## src/rtl/uart_pkg.sv

```systemverilog
// Shared types and constants for the UART command parser.
// Parser states, frame byte codes and error cause codes.
package uart_pkg;

  typedef enum logic [2:0] {
    HUNT,
    CMD,
    ADDR,
    DLO,
    DHI,
    CHK
  } parser_state_t;

  typedef enum logic [1:0] {
    ERR_NONE    = 2'd0,
    ERR_CHKSUM  = 2'd1,
    ERR_BADCMD  = 2'd2,
    ERR_TIMEOUT = 2'd3
  } err_cause_t;

  localparam logic [7:0] SYNC_BYTE = 8'hA5;
  localparam logic [7:0] CMD_WRITE = 8'h01;
  localparam logic [7:0] CMD_READ  = 8'h02;

endpackage

```

## src/rtl/uart_idle_timer.sv

```systemverilog
// Idle timer: counts cycles while enabled, restarts on clear.
// Ports: clk, rst, clear, enable in; expired out (one-cycle pulse).
module uart_idle_timer #(
  parameter int TIMEOUT_CYCLES = 12_000
) (
  input  logic clk,
  input  logic rst,
  input  logic clear,
  input  logic enable,
  output logic expired
);

  localparam int W = $clog2(TIMEOUT_CYCLES) + 1;
  localparam logic [W-1:0] TERM = W'(TIMEOUT_CYCLES - 1);
  localparam logic [W-1:0] MAX  = {W{1'b1}};

  logic [W-1:0] cnt;

  // Saturating past TERM keeps expired a single pulse
  // even if enable stays high afterwards.
  always_ff @(posedge clk) begin
    if (rst || clear || !enable) begin
      cnt <= '0;
    end else if (cnt != MAX) begin
      cnt <= cnt + 1'b1;
    end
  end

  // A clear on the terminal cycle suppresses the pulse.
  assign expired = enable && !clear && (cnt == TERM);

endmodule

```

## src/rtl/uart_cmd_parser.sv

```systemverilog
// Assembles A5-framed UART commands into bus write/read strobes.
// Ports: clk, rst, rx_data/rx_valid in; wr_en, rd_en, addr, wdata, err, err_cause out.
module uart_cmd_parser
  import uart_pkg::*;
#(
  parameter int CLK_FREQ       = 12_000_000,
  parameter int TIMEOUT_CYCLES = 12_000
) (
  input  logic        clk,
  input  logic        rst,
  input  logic [7:0]  rx_data,
  input  logic        rx_valid,
  output logic        wr_en,
  output logic        rd_en,
  output logic [7:0]  addr,
  output logic [15:0] wdata,
  output logic        err,
  output logic [1:0]  err_cause
);

  parser_state_t state;
  logic [7:0] xsum;
  logic [7:0] cmd_q;
  logic [7:0] addr_q;
  logic [7:0] dlo_q;
  logic [7:0] dhi_q;
  logic       expired;

  uart_idle_timer #(
    .TIMEOUT_CYCLES(TIMEOUT_CYCLES)
  ) u_timer (
    .clk    (clk),
    .rst    (rst),
    .clear  (rx_valid),
    .enable (state != HUNT),
    .expired(expired)
  );

  always_ff @(posedge clk) begin
    if (rst) begin
      state     <= HUNT;
      xsum      <= '0;
      cmd_q     <= '0;
      addr_q    <= '0;
      dlo_q     <= '0;
      dhi_q     <= '0;
      wr_en     <= 1'b0;
      rd_en     <= 1'b0;
      err       <= 1'b0;
      addr      <= '0;
      wdata     <= '0;
      err_cause <= ERR_NONE;
    end else begin
      wr_en <= 1'b0;
      rd_en <= 1'b0;
      err   <= 1'b0;
      // expired already excludes a coincident byte
      if (expired) begin
        state     <= HUNT;
        err       <= 1'b1;
        err_cause <= ERR_TIMEOUT;
      end else if (rx_valid) begin
        unique case (state)
          HUNT: begin
            if (rx_data == SYNC_BYTE) begin
              state <= CMD;
              xsum  <= '0;
            end
          end
          CMD: begin
            cmd_q <= rx_data;
            xsum  <= xsum ^ rx_data;
            state <= ADDR;
          end
          ADDR: begin
            addr_q <= rx_data;
            xsum   <= xsum ^ rx_data;
            state  <= DLO;
          end
          DLO: begin
            dlo_q <= rx_data;
            xsum  <= xsum ^ rx_data;
            state <= DHI;
          end
          DHI: begin
            dhi_q <= rx_data;
            xsum  <= xsum ^ rx_data;
            state <= CHK;
          end
          CHK: begin
            state <= HUNT;
            if (rx_data != xsum) begin
              err       <= 1'b1;
              err_cause <= ERR_CHKSUM;
            end else if (cmd_q == CMD_WRITE) begin
              wr_en <= 1'b1;
              addr  <= addr_q;
              wdata <= {dhi_q, dlo_q};
            end else if (cmd_q == CMD_READ) begin
              rd_en <= 1'b1;
              addr  <= addr_q;
            end else begin
              err       <= 1'b1;
              err_cause <= ERR_BADCMD;
            end
          end
          default: state <= HUNT;
        endcase
      end
    end
  end

endmodule

```

## config.mk

```make
export PLATFORM = sky130hd
export DESIGN_NAME = uart_cmd_parser
export DESIGN_NICKNAME = d
export VERILOG_FILES = /design/src/rtl/uart_pkg.sv /design/src/rtl/uart_idle_timer.sv /design/src/rtl/uart_cmd_parser.sv
export SDC_FILE = /design/constraint.sdc
export NUM_CORES = 1
export LEC_CHECK = 0
export BUFFER_PORTS_ARGS = -buffer_cell sky130_fd_sc_hd__buf_2
export CAP_MARGIN = 15
export CORE_ASPECT_RATIO = 1.75
export CORE_MARGIN = 2
export CORE_UTILIZATION = 63
export CTS_CLUSTER_DIAMETER = 40
export CTS_CLUSTER_SIZE = 10
export DETAILED_ROUTE_END_ITERATION = 12
export GPL_ROUTABILITY_DRIVEN = 0
export PLACE_DENSITY = 0.9
export SLEW_MARGIN = 0
export SYNTH_ARGS = -nofsm -noshare
export SYNTH_HDL_FRONTEND = slang
export SYNTH_SLANG_ARGS = --single-unit
```

## constraint.sdc

```tcl
create_clock -name clk -period 2.9 [get_ports clk]
set_input_delay 0 -clock clk [delete_from_list [all_inputs] [get_ports clk]]
set_output_delay 0 -clock clk [all_outputs]
set_load 0.03 [all_outputs]
```

; ---- After elaboration in Yosys (flattened, before gate mapping)
; Index checks and enable logic that the tools add are counted.
[word_totals]
register_bits = 87
input_bits = 11
out_inout_bits = 29
word_cells = 78
[classes]
addsub = 1
eq_ne = 14
n_mux = 20
bitwise = 5
reduce_logical = 25
[ops]
columns = operator, n
row1 = $mux W8, 3
row2 = $pmux W8 S2, 1
row3 = $add A15 B1 Y15 const B, 1
row4 = $eq A15 B14 Y1 const B, 1
row5 = $ne A15 B15 Y1 const B, 1
row6 = $pmux W3 S5, 1
row7 = $mux W2, 6
row8 = $reduce_and A3 Y1, 4
row9 = $reduce_and A5 Y1, 2
row10 = $eq A8 B1 Y1 const B, 1
row11 = $eq A8 B2 Y1 const B, 1
row12 = $eq A8 B8 Y1 const B, 1
row13 = $mux W1, 8
row14 = $ne A8 B8 Y1, 1
row15 = $reduce_and A4 Y1, 2
row16 = $reduce_bool A2 Y1, 4
row17 = $xor A8 B8 Y8, 1
row18 = $eq A3 B2 Y1 const B, 2
row19 = $eq A3 B3 Y1 const B, 2
row20 = $ne A3 B3 Y1 const B, 2
row21 = $reduce_or A6 Y1, 1
row22 = $reduce_or A5 Y1, 1
row23 = $not A1 Y1, 4
row24 = $reduce_or A4 Y1, 1
row25 = 10 further kinds, 13

; ---- Logic depth before layout (Yosys ltp)
[logic_depth]
depth_word = 7
ltp_mapped = 8
ltp_nobuf = 5

; ---- Hierarchy
; Synthesis repeated with hierarchy kept, for this count alone.
[unflattened]
hier_cells = 439
hier_area_um2 = 4125.2
[modules_own_cells]
columns = module, n_inst, cells_each, area_each_um2, seq_area_each_um2
row1 = uart_cmd_parser, 1, 353, 3359.5, 1441.4
row2 = uart_idle_timer, 1, 86, 765.7, 300.3

; ---- Worst setup path after synthesis
; No wires, ideal clock.
[synth_timing]
kind = register to register
start = reg state[2]
end = reg wdata[10]
setup_time_ns = 0.132
arrival_ns = 1.574
t_required_ns = 2.768
setup_slack_ns = 1.194
stages_incl_launch_ff = 8
n_path_buf = 3
period_less_slack_ns = 1.706
path_cell_list = dfxtp_1 -> buf_2 -> and4b_1 -> clkbuf_1 -> nand4_1 -> clkbuf_1 -> o31ai_1 -> a21oi_1
[synth_between]
elab_chain_cells = 5
elab_cells_between_ends = 6
classes_between = eq/ne: 1 / bitwise: 1 / reduce/logical: 4
[synth_rtl]
columns = element, line_no
row1 = "start, declared", uart_cmd_parser.sv:21  ; parser_state_t state;
row2 = "start signal, assigned", uart_cmd_parser.sv:41  ; state <= HUNT;
row3 = "start signal, assigned", uart_cmd_parser.sv:59  ; state <= HUNT;
row4 = "start signal, assigned", uart_cmd_parser.sv:66  ; state <= CMD;
row5 = $reduce_bool A3 Y1, uart_cmd_parser.sv:35  ; .enable (state != HUNT),
row6 = $logic_and A1 B1 Y1 (2 in a row), uart_idle_timer.sv:30  ; assign expired = enable && !clear && (cnt == TERM);
row7 = $not A1 Y1 (no line), n/a
row8 = $reduce_and A5 Y1 (no line) (*), n/a
row9 = "end signal, assigned", uart_cmd_parser.sv:98  ; wdata <= {dhi_q, dlo_q};
row10 = "end, declared", uart_cmd_parser.sv:16  ; output logic [15:0] wdata,
; Mark *: on every way between the ends. The rest lies on a longest branch, timed or not.
; A chain may end at the register's enable or synchronous reset.

; ---- Worst setup path in the final report
[layout_timing]
start = in rx_data[3]
end = reg wdata[8]
[layout_between]
elab_chain_cells = 3
[layout_rtl]
columns = element, line_no
row1 = "start, declared", uart_cmd_parser.sv:11  ; input logic [7:0] rx_data,
row2 = $ne A8 B8 Y1, uart_cmd_parser.sv:92  ; if (rx_data != xsum) begin
row3 = $not A1 Y1 (no line), n/a
row4 = $reduce_and A5 Y1 (no line), n/a
; Every way passes these cells.

==> run summary <==
The average instance in the mapped netlist occupies 8.49 sq um. The setup TNS is 0 ps, and the largest fanout on the critical path is 28. The final number of hold-violating endpoints is 0.

The number of nets in the finished design was 504; the worst setup slack after placement was 702 ps. The run gives 4420 sq um as the area of all placed cells without fillers. The share of cells above drive strength 1 is 0.141. The tools report the filler cell count in the final layout as 446.

In this run the deepest clock path goes through 2 buffers. The number of distinct library cell variants in the gate-level netlist after synthesis came out at 44. The proportion of synthesized flip-flops having asynchronous set or reset was 0; the number of max-cap violations was 0. The wire length per cell after detailed routing was 16.5 um; the count of unresolved DRC violations after routing was 0. Setup repair after global routing left no endpoint under its margin. The count of cells along the worst register-to-register path was 4; the overall die height was 110 um. Flip-flop and latch count after synthesis: 87. The flow ran to the end, and the final reports show no timing, DRC or antenna violations. The number of nets in the synthesized netlist is 485. Summing every instance area after synthesis gives 4010 sq um. The run gives 0 as the total setup buffers inserted after CTS. Clock root buffer: sky130_fd_sc_hd__clkbuf_8.

The startpoint identified for the worst register-to-register timing path is xsum[7]. The critical path in this run is classified as in2reg. Critical path's slowest cell: sky130_fd_sc_hd__or4_1.

In this run the tool buffered the top-level ports with 39 buffer cells. For the upper clock frequency limit, the log shows 419 MHz. In this design, the largest share of critical-path delay is due to simple AND/OR/NAND/NOR gates. The worst register-to-register path ends at wdata[8]. The total routing resource utilization after global routing is 0.282, and the total power is 2.13 mW. The number of global-route vias before repair is 3442. The logs give 0.291 for the tightest slew margin relative to the limit and 87 for the clock sink count.

The critical path ends at wdata[8]. In this run the core area contains 38 standard-cell rows. Kind of end point of the critical path: a register.

The routed layout has 3694 vias. The first detailed-routing pass ran for 7 iterations. The type of element launching the critical path is a primary input. The number of DRC markers after the initial detailed-route iteration is 406. The die covers 7050 sq um. The H-tree depth reported by CTS was 3; the final core area utilization was 0.716.

For the setup slack of the critical path after layout, the log shows 514 ps. Setup violations remaining at the end of the flow were counted as 0. The clock arrives with 14.4 ps of skew.

The proportion of synthesized chip area in sequential cells came out at 0.434. The tools report the number of diodes as 0. Power per unit of standard cell area: 482 nW/um^2. The number of flops mapped to enable cells by yosys came out at 0.

The logs give 473 for the post-synthesis cell count and 9.55 mm for the total length of routed wires. For the starting density of the core, the log shows 0.649. The share of the clock period used by the worst path came out at 0.823. The run gives 41 as the maximum number of pins on one net before global-route repair. The run gives 553 as the cell total after placement.

Counting buffers and inverters, the worst setup path is 6 cells deep. Pin placement for this block handled 40 I/O pins. The largest single stage delay on the critical path is 1000 ps.

Setup slack on the worst reg-to-reg path comes out at 570 ps. TritonCTS built the clock tree. The worst hold path begins at rx_valid.

The number of warning messages in the yosys log was 0; the initial antenna violation count was 0. The final instance count without filler cells is 577. The smallest clock period supported by the final layout is computed as 2390 ps. For the worst setup path, the data arrival time is 2600 ps. The peak ir drop on the vdd network was 0.352 mV; the via-per-instance ratio was 6.40. For the number of buffers inserted for hold repair after clock tree synthesis, the log shows 8. The placed instances occupy a cell area of 4150 sq um. The predominant post-synthesis flop cell is sky130_fd_sc_hd__dfxtp_1. STA puts the critical path data required time at 3110 ps. Detailed placement ended at an HPWL of 6.20 mm. The area growth from synthesis to layout was 10.2%. The clock input transition at the sequential cells of the worst setup and hold paths came out at 90 ps. The buffer and inverter count on the worst path was 2. The logs give 370 ps for the insertion delay of the later-clocked pin in the worst-skew pair and 6180 sq um for the floorplan core area. In this run, post-CTS repair resized a total of 0 instances.

On the final layout, the worst hold slack is 141 ps. At the pin with the least slew margin, the transition time is 1060 ps. In this run the static leakage power is 1.50 nW. The number of pins with negative max-slew slack in the final report is 0. The overall overflow remaining after global route is 0, and the die span in x is 64.3 um. Traced cell by cell, the critical path runs through dlygate4sd3_1 > buf_2 > xor2_1 > or4_1 > o31ai_1 > a21oi_1.

Type of the worst min-delay path: in2reg. The clock buffer count from CTS is 9. In this run the remaining antenna-violating nets after routing total 0. The global-route wire length before repair was 15.5 mm.

The tools report the beginning of the critical path as rx_data[3].
[cells by family (layout without fill, tap and decap cells)]
logic type,Yosys count,after routing,synth area share
flops,87,87,0.434
compound gates,136,136,0.198
simple gates,183,183,0.260
xor+xnor,10,10,0.0218
mux,9,9,0.0224
fa+ha+maj,1,1,0.00312
buf+inv,47,71,0.0608
[state kept, by name, indices dropped and copies added, names as in the netlist]
signal / count
err_cause: 2
dhi_q: 8
wr_en: 1
wdata: 16
addr: 8
state: 3
addr_q: 8
u_timer.cnt: 15
xsum: 8
err: 1
dlo_q: 8
cmd_q: 8
rd_en: 1
[cell usage after synthesis (all sizes together), types with 8 or more instances]
| master | instances | share of area |
|---|---|---|
| nand4b | 10 | 0.022 |
| nor2b | 10 | 0.016 |
| dfxtp | 87 | 0.43 |
| nand2 | 59 | 0.055 |
| a21oi | 69 | 0.086 |
| buf | 20 | 0.036 |
| nor2 | 15 | 0.014 |
| nand4 | 31 | 0.048 |
| o211ai | 9 | 0.017 |
| o31ai | 26 | 0.049 |
| o21ai | 20 | 0.025 |
| mux2i | 9 | 0.022 |
| or3 | 8 | 0.012 |
| xor2 | 10 | 0.022 |
| clkbuf | 26 | 0.024 |
| nand3 | 12 | 0.015 |
[worst min path at each step]
stage	to	slack, ps	cells after the start
after floorplan	dhi_q[7]	250	3
after global placement	dlo_q[5]	350	3
after detailed placement	addr_q[5]	350	3
final	xsum[7]	140	3
after CTS	xsum[0]	120	3
after global routing	xsum[7]	170	3
[where the power goes]
part | leakage, nW | switching (mW) | internal (mW)
sequential | 0.700 | 0.000332 | 1.19
combinational | 0.698 | 0.0654 | 0.0267
clock | 0.0981 | 0.431 | 0.417
[final cells by class]
type	count	area [sq um]	area share
timing repair buffer	54	328	0.0741
multi-input combinational	339	2050	0.464
sequential	87	1740	0.394
clock buffer	10	138	0.0311
tap	80	100	0.0226
inverter	1	3.75	0.000849
clock inverter	6	60.1	0.0136
[layout by cell type, fill, tap and decap left out, types with 4 or more instances in the layout]
cell                            synthesis  routed
sky130_fd_sc_hd__o211ai_1               9       9
sky130_fd_sc_hd__a21oi_1               69      69
sky130_fd_sc_hd__nor2b_1               10      10
sky130_fd_sc_hd__a31oi_1                5       5
sky130_fd_sc_hd__nand3_1               12      12
sky130_fd_sc_hd__nand4_1               31      31
sky130_fd_sc_hd__nor3_1                 4       4
sky130_fd_sc_hd__nor2_1                15      15
sky130_fd_sc_hd__clkbuf_8               0      10
sky130_fd_sc_hd__buf_2                 12      39
sky130_fd_sc_hd__dfxtp_1               87      87
sky130_fd_sc_hd__buf_4                  2       7
sky130_fd_sc_hd__or3_1                  8       8
sky130_fd_sc_hd__o21ai_0               18      18
sky130_fd_sc_hd__or4_1                  5       5
sky130_fd_sc_hd__and3_1                 6       6
sky130_fd_sc_hd__dlygate4sd3_1          0       8
sky130_fd_sc_hd__nand4b_1              10      10
sky130_fd_sc_hd__o31ai_1               26      26
sky130_fd_sc_hd__mux2i_1                9       9
sky130_fd_sc_hd__nand2_1               59      59
sky130_fd_sc_hd__xor2_1                10      10
[metal layers]
metal,global-route usage,vias to the layer above,share of wire
li1,-,1782,-
met4,0.163,0,0.038
met2,0.500,146,0.52
met1,0.310,1727,0.38
met5,0,-,0
met3,0.0542,39,0.055
[worst register-to-register path, stage by stage, from the launching register on]
cell and delay [ps]:
sky130_fd_sc_hd__dfxtp_1 340, sky130_fd_sc_hd__xor2_1 170, sky130_fd_sc_hd__or4_1 1020, sky130_fd_sc_hd__o31ai_1 510, sky130_fd_sc_hd__a21oi_1 140
(Power assumes the default switching activity.)
